[src/rtl/isqrt_iter.sv]
// Iterative integer square root: floor(sqrt(value)) and value - root^2 using a
// restoring digit-by-digit recurrence, BITS_PER_CYCLE root bits per clock.
module isqrt_iter #(
    parameter int WIDTH          = 64,
    parameter int BITS_PER_CYCLE = 1
) (
    input  logic                 clock,
    input  logic                 reset,
    input  logic                 start,
    input  logic [WIDTH-1:0]     value,
    output logic                 ready,
    output logic [WIDTH/2-1:0]   result,
    output logic [WIDTH/2:0]     remainder,
    output logic                 done
);
    localparam int H  = WIDTH / 2;
    localparam int N  = WIDTH / (2 * BITS_PER_CYCLE);
    localparam int CW = $clog2(N + 1);

    typedef enum logic [1:0] {IDLE, RUN, DONE} state_t;

    state_t           state_reg, state_next;
    logic [WIDTH-1:0] rad_reg, rad_next;
    logic [H-1:0]     root_reg, root_next;
    logic [H+1:0]     rem_reg, rem_next;
    logic [CW-1:0]    cnt_reg, cnt_next;

    // Sub-step chain: stage gi feeds stage gi+1 within one clock.
    logic [WIDTH-1:0] rad_s  [BITS_PER_CYCLE+1];
    logic [H-1:0]     root_s [BITS_PER_CYCLE+1];
    logic [H+1:0]     rem_s  [BITS_PER_CYCLE+1];

    assign rad_s[0]  = rad_reg;
    assign root_s[0] = root_reg;
    assign rem_s[0]  = rem_reg;

    generate
        for (genvar gi = 0; gi < BITS_PER_CYCLE; gi++) begin : g_step
            logic [H+1:0] rem_sh;
            logic [H+1:0] trial;
            logic         ge;
            // The partial remainder stays below 2^H before each step, so the
            // bits shifted out of the top are always zero.
            assign rem_sh = (rem_s[gi] << 2) | (H+2)'(rad_s[gi][WIDTH-1 -: 2]);
            assign trial  = ({2'b00, root_s[gi]} << 2) | (H+2)'(1);
            assign ge     = (rem_sh >= trial);
            assign rem_s[gi+1]  = ge ? (rem_sh - trial) : rem_sh;
            assign root_s[gi+1] = (root_s[gi] << 1) | H'(ge);
            assign rad_s[gi+1]  = rad_s[gi] << 2;
        end
    endgenerate

    always_comb begin
        state_next = state_reg;
        rad_next   = rad_reg;
        root_next  = root_reg;
        rem_next   = rem_reg;
        cnt_next   = cnt_reg;
        case (state_reg)
            IDLE, DONE: begin
                if (start) begin
                    rad_next   = value;
                    root_next  = '0;
                    rem_next   = '0;
                    cnt_next   = '0;
                    state_next = RUN;
                end
            end
            RUN: begin
                rad_next  = rad_s[BITS_PER_CYCLE];
                root_next = root_s[BITS_PER_CYCLE];
                rem_next  = rem_s[BITS_PER_CYCLE];
                cnt_next  = cnt_reg + CW'(1);
                if (cnt_reg == CW'(N - 1))
                    state_next = DONE;
            end
            default: state_next = IDLE;
        endcase
    end

    always_ff @(posedge clock) begin
        if (reset) begin
            state_reg <= IDLE;
            rad_reg   <= '0;
            root_reg  <= '0;
            rem_reg   <= '0;
            cnt_reg   <= '0;
        end else begin
            state_reg <= state_next;
            rad_reg   <= rad_next;
            root_reg  <= root_next;
            rem_reg   <= rem_next;
            cnt_reg   <= cnt_next;
        end
    end

    assign ready     = (state_reg != RUN);
    assign done      = (state_reg == DONE);
    assign result    = done ? root_reg : '0;
    assign remainder = done ? rem_reg[H:0] : '0;
endmodule

[config.mk]
export PLATFORM = sky130hd
export DESIGN_NAME = isqrt_iter
export DESIGN_NICKNAME = d
export VERILOG_FILES = /design/src/rtl/isqrt_iter.sv
export SDC_FILE = /design/constraint.sdc
export NUM_CORES = 1
export LEC_CHECK = 0
export ABC_CLOCK_PERIOD_IN_PS = 3550
export CORE_MARGIN = 5
export CORE_UTILIZATION = 44
export CTS_CLUSTER_DIAMETER = 80
export DETAILED_ROUTE_END_ITERATION = 6
export PLACE_DENSITY = 0.68
export SKIP_CTS_REPAIR_TIMING = 1
export SLEW_MARGIN = 20
export SYNTH_ARGS = -nofsm -noshare
export SYNTH_HDL_FRONTEND = slang
export SYNTH_SLANG_ARGS = --single-unit
[constraint.sdc]
create_clock -name clock -period 3.55 [get_ports clock]
set_clock_uncertainty 0.15 [all_clocks]
set_input_delay 0.71 -clock clock [delete_from_list [all_inputs] [get_ports clock]]
set_output_delay 0.71 -clock clock [all_outputs]
set_load 0.05 [all_outputs]
==> results by group <==
Run status
  • Status: complete, no violations

Synthesis
  • EDFF count, synth: 0
  • Leading area contributor after synthesis: dfxtp_1
  • Share of the synthesized area in the top cell type: between 30% and 40%
  • Syn_nets: 1107
  • Yosys reg bits: roughly 140
  • Synthesized instance count: 1005
  • Synth Flop Type: dfxtp_1
  • Synth Warn #: 0
  • Synthesized cell area: 0.00775 sq mm
  • Area contributors post-synth: dfxtp_1 35%, nand2_1 8.5%, a311oi_1 7.2%, nor2_1 5.9%, ha_1 5.6%
  • Sequential share of the synthesized area: about 35%
  • FFs w/ async S/R, synth: 0%
  • Netlist cell types: slightly above 60
  • Average size of a mapped cell: ~7.7 sq um

Critical path
  • Most used cell, CP: o21ai_0
  • Worst Reg-to-Reg Cells: 10
  • Critical path's top delay family: compound AO/OA/AOI/OAI gates
  • R2R Path End: rem_reg[1]$_SDFFE_PP0P_
  • Worst Setup End Kind: flip-flop
  • CP Class: reg -> reg
  • RR Startpoint: root_reg[9]$_SDFFE_PP0P_
  • Largest stage delay on the critical path: 490 ps
  • Element type at the critical path start: flip-flop
  • Critical path cell sequence: inv_1 -> ha_1 -> a2111oi_2 -> o21ai_1 -> o21ai_0 -> o2111ai_4 -> a2111oi_4 -> or2_2 -> o21ai_0 -> a22o_1
  • Reg2Reg Setup Slack: 290 ps
  • Buf+Inv Stages, Crit Path: 1
  • CP required: around 3700 ps
  • Max Fanout on Critical Path: 21
  • CP max stage cell: or2_2
  • Critical Path AT: around 3400 ps

GRT
  • Total grt overflow: 0
  • Largest net degree at the start of global routing: 74
  • GRT Total Usage: between 20% and 30%
  • Initial antenna violation count: 0
  • First-pass GRT wire length: approximately 36000 um
  • Vias in the first global route: roughly 7100

Timing
  • Actual slew at the worst max-slew pin: ~900 ps
  • Sum of negative setup slack: 0 ps
  • Relative slew slack: approximately 40%
  • Worst Hold Slack: between 300 and 400 ps
  • Period utilisation layout: about nine tenths
  • F_max: just over 0.3 GHz
  • Setup violators final: 0
  • Final number of max-transition violations: 0
  • RSZ-0062 raised after global routing: no
  • Setup ws final: around 290 ps
  • Post-layout min period: 3260 ps
  • Final Hold Fails: 0

Cells and area
  • Share of cells above drive strength 1: 6.33%
  • Commonest non-fill, non-tap cell in the layout: nand2_1
  • Fill cell count: about 1700
  • Most frequent cells in the layout: 176 x nand2_1, 137 x dfxtp_1, 131 x clkdlybuf4s50_1
  • Final core occ: between 50% and 60%
  • Area growth from synthesis to layout: 28.2%
  • Multi-input gate area: approximately 0.0046 sq mm
  • Ant. Diodes: 0
  • Max reg flops: 64
  • Cell Count, Final, Fillers Out: 1347
  • Register area: 0.00274 sq mm
  • Fin nets: 1211
  • Final instance area: ~0.0099 sq mm

Min path
  • Worst Hold Class: reg -> reg
  • Min-delay src: rem_reg[32]$_SDFFE_PP0P_
  • Hold Path Stages: 2
  • Worst hold path endpoint: rem_reg[32]$_SDFFE_PP0P_

Route
  • Post-DR vias/cell: 5.60
  • DR pass1 iterations: 5
  • DR iter-0 viols: roughly 570
  • Routed vias: 7549
  • Post-DRT Antenna Nets: 0
  • Drt drc: 0
  • Routed WL: 22000 um
  • Routed len/inst: roughly 16 um

Clock network
  • Reg clk slew, reported paths: roughly 60 ps
  • Clk_lat worst skew: ~420 ps
  • CTS tree: done
  • Clk root buf: clkbuf_16
  • Maximum clock path buffer count: 2
  • H-Tree Depth: 4
  • CTS buffer count: 17
  • Num Clock Sinks: about 140

Floorplanning
  • Num rows: 48
  • Die area: 0.0204 sq mm
  • Die Width: roughly 140 um
  • Num ports: 134
  • Die height: around 140 um
  • Initial Utilization: 44.8%
  • Core box area: 0.0173 sq mm

Power
  • Worst IR drop on VDD: approximately 540 uV
  • Leakage: about 3.8 nW
  • Tot Pwr: 7.61 mW
  • Pwr per Cell Area: approximately 770 mW/mm^2

Placement
  • DP HPWL: roughly 15000 um
  • Post-placement setup slack: about 180 ps
  • Routability cong.: 0.915
  • Post-place instance area: between 0.009 and 0.01 sq mm
  • Placed Cells: ~1300
  • I/O Buffers: about 130

Flow run
  • Max Cap Violations: 0
## logic make-up (layout without fill, tap and decap cells)
| family | Yosys count | count (layout) | synth area share (%) |
|---|---|---|---|
| flops | 137 | 137 | 35.4 |
| mux | 18 | 18 | 2.34 |
| xor+xnor | 24 | 24 | 2.71 |
| simple gates | 424 | 424 | 24.3 |
| buf+inv | 113 | 230 | 5.58 |
| compound gates | 254 | 254 | 24.0 |
| fa+ha+maj | 35 | 35 | 5.65 |
## report_power, final
group	switching (mW)	internal, mW	total, mW
Clock	0.697	1.19	1.88
Sequential	0.140	1.69	1.83
Combinational	2.24	1.66	3.90
## worst min-delay path, delay by kind of cell, from the launching register on
kind | cells | cell delay (ps)
AOI/OAI and AO/OA | 2 | 120
DFF | 1 | 330
## Yosys cell counts, drive strengths merged, types with 2 or more instances
master,instances
nand4,2
o21a,8
mux2i,17
nand3,12
a21boi,2
nor3,14
and3,4
o211ai,3
a31oi,2
a41oi,2
nor2,122
o21ai,50
clkbuf,63
xnor2,12
o31ai,2
and4,2
inv,40
buf,10
a21o,12
a22oi,34
a211o,2
nor4,6
ha,35
nand2b,4
o21bai,2
a21oi,38
or3,3
a2111oi,2
nor2b,7
a311oi,64
and2,68
o22ai,2
a32oi,17
nand2,176
xor2,12
a22o,2
dfxtp,137
## cell type report
cell class,count,area share [%]
Clock buffer,23,4.91
Clock inverter,9,1.38
Inverter,40,1.51
Multi-Input combinational cell,755,46.4
Sequential cell,137,27.6
Tap cell,225,2.83
Timing Repair Buffer,158,15.4
## layer usage
layer / vias up / part of all wire, % / track usage, %
li1: 3762 / - / -
met1: 3541 / 47 / 29.8
met2: 223 / 45 / 34.0
met3: 23 / 6.5 / 4.55
met4: 0 / 1.2 / 5.35
met5: - / 0 / 0
## worst max-delay path by stage
stage,startpoint,end,slack (ps),cells past startpoint
after global placement,root_reg[0]$_SDFFE_PP0P_,rem_reg[1]$_SDFFE_PP0P_,260,10
after detailed placement,root_reg[9]$_SDFFE_PP0P_,rem_reg[1]$_SDFFE_PP0P_,180,10
after floorplan,root_reg[0]$_SDFFE_PP0P_,rem_reg[4]$_SDFFE_PP0P_,610,10
after CTS,root_reg[9]$_SDFFE_PP0P_,rem_reg[1]$_SDFFE_PP0P_,160,10
after global routing,root_reg[9]$_SDFFE_PP0P_,rem_reg[1]$_SDFFE_PP0P_,80,10
final,root_reg[9]$_SDFFE_PP0P_,rem_reg[1]$_SDFFE_PP0P_,290,10
(Power assumes the default switching activity.)
